--- src/rtl/demux_sched_pkg.sv ---
// Shared types and helpers for the round-robin demux scheduler.
package demux_sched_pkg;

  typedef enum logic {
    IDLE = 1'b0,
    HOLD = 1'b1
  } state_t;

  localparam int DATA_W_DEF = 8;
  localparam int N_OUT_DEF  = 4;

  function automatic int unsigned next_ptr(input int unsigned ptr, input int unsigned n);
    return (ptr + 1 >= n) ? 0 : ptr + 1;
  endfunction

endpackage

--- src/rtl/rr_prio_find.sv ---
// Rotating first-one finder: first set bit of i_req at or after i_start, wrapping.
// Only defined when DEMUX_SKIP_EN is set, since only the skip-ahead scheduler uses it.
`ifdef DEMUX_SKIP_EN
module rr_prio_find #(
  parameter int N_OUT = 4,
  parameter int SEL_W = $clog2(N_OUT)
) (
  input  logic [N_OUT-1:0] i_req,
  input  logic [SEL_W-1:0] i_start,
  output logic [SEL_W-1:0] o_idx,
  output logic             o_found
);

  logic [SEL_W-1:0] w_k;

  // Walk from farthest to nearest so the nearest requester wins; index wraps because N_OUT is 2^SEL_W.
  always_comb begin
    o_idx   = i_start;
    o_found = 1'b0;
    w_k     = i_start;
    for (int i = N_OUT - 1; i >= 0; i--) begin
      w_k = i_start + SEL_W'(i);
      if (i_req[w_k]) begin
        o_idx   = w_k;
        o_found = 1'b1;
      end
    end
  end

endmodule
`endif

--- src/rtl/demux_rr_scheduler.sv ---
// Single-producer to N-consumer demux sequencer with one-word output register.
// Define DEMUX_SKIP_EN to let round-robin words skip ahead to the first ready channel.
module demux_rr_scheduler
  import demux_sched_pkg::*;
#(
  parameter int DATA_W = DATA_W_DEF,
  parameter int N_OUT  = N_OUT_DEF,
  parameter int SEL_W  = $clog2(N_OUT)
) (
  input  logic              clk,
  input  logic              rst,
  input  logic              enable,
  input  logic [DATA_W-1:0] in_data,
  input  logic              in_valid,
  output logic              in_ready,
  input  logic [SEL_W-1:0]  in_dest,
  input  logic              in_dest_vld,
  output logic [DATA_W-1:0] out_data,
  output logic [N_OUT-1:0]  out_valid,
  input  logic [N_OUT-1:0]  out_ready,
  output logic [SEL_W-1:0]  cur_sel,
  output logic              busy
);

  state_t              r_state;
  logic [SEL_W-1:0]    r_sel;
  logic [SEL_W-1:0]    r_rr_ptr;
  logic                r_is_rr;
  logic [DATA_W-1:0]   r_data;
  logic [N_OUT-1:0]    r_out_valid;

  logic                w_deliver;
  logic                w_in_ready;
  logic                w_accept;
  logic [SEL_W-1:0]    w_ptr_eff;
  logic [SEL_W-1:0]    w_rr_sel;
  logic [SEL_W-1:0]    w_tgt;

  assign w_deliver  = (r_state == HOLD) && out_ready[r_sel];
  assign w_in_ready = enable && ((r_state == IDLE) || w_deliver);
  assign w_accept   = in_valid && w_in_ready;

  // A round-robin word leaving this cycle moves the pointer before the next word picks its target,
  // which is what keeps back-to-back round-robin traffic rotating without a bubble.
  assign w_ptr_eff = (w_deliver && r_is_rr) ? SEL_W'(next_ptr(32'(r_sel), N_OUT)) : r_rr_ptr;

`ifdef DEMUX_SKIP_EN
  logic [SEL_W-1:0] w_find_idx;
  logic             w_find_ok;

  rr_prio_find #(
    .N_OUT (N_OUT),
    .SEL_W (SEL_W)
  ) u_find (
    .i_req   (out_ready),
    .i_start (w_ptr_eff),
    .o_idx   (w_find_idx),
    .o_found (w_find_ok)
  );

  assign w_rr_sel = w_find_ok ? w_find_idx : w_ptr_eff;
`else
  assign w_rr_sel = w_ptr_eff;
`endif

  assign w_tgt = in_dest_vld ? in_dest : w_rr_sel;

  always_ff @(posedge clk) begin
    if (rst) begin
      r_state     <= IDLE;
      r_sel       <= '0;
      r_rr_ptr    <= '0;
      r_is_rr     <= 1'b0;
      r_data      <= '0;
      r_out_valid <= '0;
    end else begin
      r_rr_ptr <= w_ptr_eff;
      if (w_accept) begin
        r_state     <= HOLD;
        r_data      <= in_data;
        r_sel       <= w_tgt;
        r_is_rr     <= !in_dest_vld;
        r_out_valid <= N_OUT'(1) << w_tgt;
      end else if (w_deliver) begin
        r_state     <= IDLE;
        r_sel       <= '0;
        r_is_rr     <= 1'b0;
        r_out_valid <= '0;
      end
    end
  end

  assign in_ready  = w_in_ready;
  assign out_data  = r_data;
  assign out_valid = r_out_valid;
  assign cur_sel   = r_sel;
  assign busy      = (r_state == HOLD);

endmodule

--- config.mk ---
export PLATFORM = sky130hd
export DESIGN_NAME = demux_rr_scheduler
export DESIGN_NICKNAME = d
export VERILOG_FILES = /design/src/rtl/demux_sched_pkg.sv /design/src/rtl/rr_prio_find.sv /design/src/rtl/demux_rr_scheduler.sv
export SDC_FILE = /design/constraint.sdc
export NUM_CORES = 1
export LEC_CHECK = 0
export ABC_AREA = 1
export CAP_MARGIN = 20
export CORE_MARGIN = 2
export CORE_UTILIZATION = 44
export CTS_BUF_LIST = sky130_fd_sc_hd__clkbuf_8
export CTS_CLUSTER_SIZE = 25
export DETAILED_ROUTE_END_ITERATION = 12
export PLACE_DENSITY = 0.85
export REMOVE_ABC_BUFFERS = 1
export SYNTH_ARGS = -nofsm -noshare
export SYNTH_HDL_FRONTEND = slang
export SYNTH_SLANG_ARGS = --single-unit
--- constraint.sdc ---
create_clock -name clk -period 1.96 [get_ports clk]
set_input_delay 0.392 -clock clk [delete_from_list [all_inputs] [get_ports clk]]
set_output_delay 0.392 -clock clk [all_outputs]
set_load 0.005 [all_outputs]
==> metrics.cfg, run 1 <==
[routing]
wl_per_cell_um=10.94
drc=0
firstDrtPassIters=4
routed_wl_um=2090
ant_nets=0
via_per_inst=4.921
vias=940
drt_iter0_drc=16

[logic_synthesis]
yosysSeqAreaShare=0.4168
synthArstFlopShare=0
synth_top_area_share=0.4168
synth_cell_types=20
ys.flop_type=dfxtp_1
ys_ff_latch=18
synth-edff-count=0
yosys-top-cells-area=dfxtp_1 (42%), nand2_1 (20%), a21oi_1 (9.3%)
synth.cell_area_um2=864.6
synth_warnings=0
netlist_top_cells_count=nand2_1 (46), dfxtp_1 (18), a21oi_1 (16)
synth_largest_area_cell=dfxtp_1
yosysMostFrequentCell=nand2_1
synthCells=125
syn_area_per_cell_um2=6.917

[pwr]
max-vdd-ir-drop_mv=0.4373
p_leak_uw=0.0005485
power_density_nw_per_um2=641.8

[critical_path]
crit-reg2reg-capture=out_valid[2]$_SDFFE_PP0P_
worst_r2r_path_depth=11
cp_slowest_stage_delay_ns=0.48
path_class=primary input to primary output
cp_max_fo=2
regToRegStartpoint=cur_sel[1]$_SDFFE_PP0P_
endpoint_kind=primary output
reg2reg_slack_ns=0.42
worstPathCellList=clkdlybuf4s50_1 -> nand2_1 -> nand3_1 -> nand2_2 -> nand2_1 -> nand2_1 -> inv_2 -> dlygate4sd2_1
cp.arrival_ns=1.49
critPathSlowestCell=clkdlybuf4s50_1
crit_start=out_ready[3]
cp-start-kind=primary input
required_ns=1.57
worst_path_most_repeated_cell=nand2_1

[floorplan]
die_y_um=48.33
die_x_um=48.33
rows=16
io_pins=35
core_um2=1902
dieArea_um2=2335
start_util=0.4546

[clock_tree]
clock_path_buffers=2
path_clk_slew_ns=0.06
cts_max_level=1
numCtsBuffers=3
cts-root-buf=clkbuf_8
cts_tree=done
clkLatencyLatePin_ns=0.25
clock-sinks=18

[timing]
hold_slack_ns=0.4675
rsz0062_at_grt=no
tightest_slew_ns=0.4175
slew_viol_final=0
fmax_mhz=531.3
finalSetupViolCount=0
period_share=0.9603
timing_hold_violations_final=0
fin_tns_setup_ns=0
finalClockSkew_ns=0.003128
fin_crit_ns=1.882
relSlewSlack=0.7208

[global_routing]
grt_use_total=0.1961
grt.overflow.total=0
grt_max_degree=16
grt_pass1_vias=876
grt_pass1_wl_um=3677
antenna_found_initial=0

[placed_design]
dp_hpwl_um=1652
gp_congestion=0.7564
placed_area_um2=1250
dp_cells=187
portBuffers=34

[outcome]
outcome=finished clean

[worst_hold_path]
min_from=out_data[1]$_SDFFE_PP0P_
hold_depth=2
min_to=out_data[1]$_SDFFE_PP0P_
min-delay-path-class=register to register

[finish]
fin_nets=185
syn_to_final_growth_pct=50.80
fin_util=0.6855
layout.cells.non_filler=191
n_antenna_cell=0
design_area_um2=1304
drive_gt1_frac=0.1341
fillCellCount=157

[run]
maxCapViolCount=0

[routing by layer]
metal	wire, um	vias to the layer above	track usage
li1	-	477	-
met1	821	426	0.2129
met2	1068	31	0.3449
met3	163	6	0.06790
met4	38	0	0.08571
met5	0	-	0
[worst max-delay path, delay by kind of cell]
family        cells  cell delay [ns]
buf+inv           3             0.75
simple gates      5             0.35
[worst max path at each step]
stage                     slack, ns                   endpoint
after floorplan                0.56  out_valid[0]$_SDFFE_PP0P_
after global placement        -0.17                   in_ready
after detailed placement      -0.19                   in_ready
after CTS                      0.07                   in_ready
after global routing           0.02                   in_ready
final                          0.08                   in_ready
[power breakdown]
part / internal (uW) / switching [uW]
combinational: 82.7 / 64.6
clock: 178 / 122
sequential: 379 / 10.0
total: 640 / 196
[area by class of cell]
| cell class | instances | area, um2 | share of cell area |
|---|---|---|---|
| Sequential cell | 18 | 360.3 | 0.2764 |
| Inverter | 14 | 55.05 | 0.04223 |
| Tap cell | 27 | 33.78 | 0.02591 |
| Timing Repair Buffer | 39 | 376.6 | 0.2889 |
| Multi-Input combinational cell | 89 | 422.9 | 0.3244 |
| Clock buffer | 4 | 55.05 | 0.04223 |
[metrics by stage]
step / setup slack (ns) / total power [uW]
after floorplan: 0.5609 / 454.0
after global placement: -0.1701 / 540.8
after detailed placement: -0.1909 / 545.3
after CTS: 0.06743 / 839.2
after global routing: 0.01637 / 878.2
final: 0.07773 / 836.7
[cells in the final DEF (no fill, tap or decap)]
master            n
inv_4             1
nand2_2           2
a21oi_2           1
dlygate4sd2_1     1
nand2_4           1
a21o_2            1
dfxtp_1          18
or2_2             2
nand2_1          46
a21oi_1          16
clkbuf_8          4
ha_1              1
o21ai_2           1
buf_4             5
inv_1            10
clkdlybuf4s50_1  33
nand3_1          13
nand4_1           2
nand3_2           1
inv_2             3
nor2_1            2
[state kept, by name, summed over array words and instances, names as in the netlist]
name / cells
r_rr_ptr: 2
out_valid: 4
busy: 1
r_is_rr: 1
out_data: 8
cur_sel: 2
[cells by family (layout without fill, tap and decap cells)]
group / after synthesis / count (layout) / share of synthesized area
and+or+nand+nor: 69 / 69 / 0.3517
AOI/OAI and AO/OA: 19 / 19 / 0.1230
DFF: 18 / 18 / 0.4168
buffers and inverters: 18 / 57 / 0.09408
adders and majority gates: 1 / 1 / 0.01447
[repair_timing]
item,in CTS,in global routing
setup endpoints to repair,1,0
resized for setup,1,0
setup buffers,0,0
hold buffers,0,0
No activity file was read; power rests on OpenSTA's default activity.
==> run 2: changes to the inputs <==
- CORE_UTILIZATION: 44 -> 47
- PLACE_DENSITY: 0.85 -> 0.9
- SETUP_SLACK_MARGIN: not set -> 0.15
- clock period: 1.96 -> 2.2 ns (I/O delays scaled with it)
==> run 2 against run 1 <==
Worst setup slack improved by 0.16 ns. Combinational power decreased by 12%. Largest power group unchanged. Register-to-register slack improved by 0.10 ns. Final area decreased by 1.2%. Clock power decreased by 12%. Via count decreased by 1.4%. Total power decreased by 11%.
==> metrics.cfg, run 2 (synthesized netlist as in run 1, its figures left out) <==
[outcome]
outcome=finished clean

[critical_path]
endpoint_kind=primary output
cp-start-kind=primary input
worst_path_most_repeated_cell=nand2_1
cp.arrival_ns=1.52  ; +0.03 ns
cp_max_fo=2  ; unchanged
path_class=primary input to primary output
required_ns=1.76  ; +0.19 ns
cp_slowest_stage_delay_ns=0.48  ; about the same
worstPathCellList=clkdlybuf4s50_1 -> nand2_1 -> nand3_1 -> nand2_2 -> nand2_1 -> nand2_1 -> inv_2 -> clkdlybuf4s15_1
critPathSlowestCell=clkdlybuf4s50_1

[floorplan]
die_y_um=46.89  ; -3.0%
die_x_um=46.89  ; -3.0%
dieArea_um2=2199  ; -5.9%
io_pins=35  ; unchanged
start_util=0.5007  ; +0.04612
core_um2=1727  ; -9.2%
rows=15  ; -1

[pwr]
p_switching_uw=172.8  ; -12%
p_leak_uw=0.0005373  ; -2.1%
p_comb_frac=0.174  ; -0.002
max-vdd-ir-drop_mv=0.4630  ; +5.9%
clkPwrFrac=0.357  ; -0.002
seqPwrFrac=0.468  ; +0.003
swShare=0.2328  ; -0.001711
power_density_nw_per_um2=576.5  ; -10%
p_int_uw=569.5  ; -11%

[routing]
ant_nets=0  ; unchanged
via_per_inst=4.957  ; +0.73%
drc=0  ; unchanged
drt_iter0_drc=9  ; -7
routed_wl_um=2127  ; +1.8%
routed.top_layer=met4
vias=927  ; -1.4%
wl_met2_um=1045  ; -2.2%
wl_per_cell_um=11.37  ; +3.9%
wl_met1_um=914  ; +11%
firstDrtPassIters=4  ; unchanged
wl_met3_um=125  ; -23%

[placed_design]
dp_hpwl_um=1583  ; -4.2%
dp_cells=183  ; -2.1%
gp_congestion=0.8025  ; +6.1%
portBuffers=34  ; unchanged

[clock_tree]
numCtsBuffers=3  ; unchanged
clock-sinks=18  ; unchanged
cts-root-buf=clkbuf_8
cts_hold_buf=0  ; unchanged
post_cts_buffers=0  ; unchanged
cts_max_level=1  ; unchanged
clock_path_buffers=2  ; unchanged
path_clk_slew_ns=0.07  ; about the same
cts_tree=done
clkLatencyLatePin_ns=0.25  ; about the same

[timing]
slew_viol_final=0  ; unchanged
tightest_slew_ns=0.6536  ; +0.2361 ns
period_share=0.8906
rsz0062_at_grt=no
fin_crit_ns=1.959
relSlewSlack=0.5629  ; -0.1579
finalClockSkew_ns=0.001998  ; -0.001130 ns
fin_tns_setup_ns=0  ; unchanged
finalSetupViolCount=0  ; unchanged
timing_hold_violations_final=0  ; unchanged
fmax_mhz=510.4

[run]
maxCapViolCount=0  ; unchanged

[finish]
drive_gt1_frac=0.1235  ; -0.01069
layout_common_cells=nand2_1 (46), clkdlybuf4s50_1 (33), dfxtp_1 (18)
fin_nets=183  ; -1.1%
syn_to_final_growth_pct=48.91
layout.cells.non_filler=187  ; -2.1%
layout_commonest_cell=nand2_1
n_antenna_cell=0  ; unchanged
largest_reg_flops=8  ; unchanged

[global_routing]
antenna_found_initial=0  ; unchanged
grt_max_degree=19  ; +3
grt_pass1_vias=856  ; -2.3%
grt.overflow.total=0  ; unchanged
grt_use_total=0.2210  ; +0.02494
grt_pass1_wl_um=3387  ; -7.9%

[worst_hold_path]
min-delay-path-class=register to register

-- run 2: changes by cell type in the layout (fill, tap and decap cells not counted), sizes merged --
cell and delta:
clkdlybuf4s15 +1, buf -2, dlygate4sd2 -1
-- run 2: path summary, 6_finish.rpt --
path                             start                        end  slack (ns)  depth (start not counted)
max                       out_ready[3]                   in_ready        0.24                          8
min          out_valid[3]$_SDFFE_PP0P_  out_valid[3]$_SDFFE_PP0P_        0.46                          2
max reg2reg    cur_sel[0]$_SDFFE_PP0P_  out_valid[2]$_SDFFE_PP0P_        0.52                         11
min reg2reg  out_valid[3]$_SDFFE_PP0P_  out_valid[3]$_SDFFE_PP0P_        0.46                          2
-- run 2: area by class of cell --
| cell class | instances | area [um2] |
|---|---|---|
| timing repair buffer | 37 | 362.8 |
| tap | 25 | 31.28 |
| fill | 138 | 439.2 |
| inverter | 14 | 55.05 |
| clock buffer | 4 | 55.05 |
| sequential | 18 | 360.3 |
| multi-input combinational | 89 | 422.9 |
-- run 2: layer usage --
metal	global-route usage	vias to the layer above
met1	0.2370	412
met5	0	-
met2	0.4000	33
met3	0.05385	7
li1	-	475
met4	0.1111	0
-- run 2: power groups by stage --
stage / Combinational [uW] / Sequential, uW / Clock, uW
after detailed placement: 129 / 355 / 0
after floorplan: 49.9 / 355 / 0
after global placement: 126 / 354 / 0
after CTS: 130 / 347 / 272
after global routing: 143 / 349 / 280
final: 129 / 347 / 265
-- run 2: per-stage QoR --
stage                     hold WS, ns  total power (uW)  utilization  cell area [um2]  setup slack (ns)
after floorplan                0.4537             404.4            -            838.3            0.8009
after global placement         0.4490             479.7       0.7138             1232          -0.03864
after detailed placement       0.4566             484.0       0.7138             1232          -0.06574
after CTS                      0.4640             749.5       0.7449             1286            0.2040
after global routing           0.4890             772.5       0.7457             1287            0.1762
final                          0.4645             742.3       0.7457             1287            0.2406
-- run 2: timing repair --
| item | in CTS | in global routing |
|---|---|---|
| pin swaps | 2 | 0 |
| gates resized for setup | 1 | 1 |
| endpoints found under the setup margin | 1 | 1 |
-- run 2: critical path, delay by kind of cell --
kind / cells / cell delay (ns)
buffers and inverters: 3 / 0.73
AND/OR/NAND/NOR: 5 / 0.35
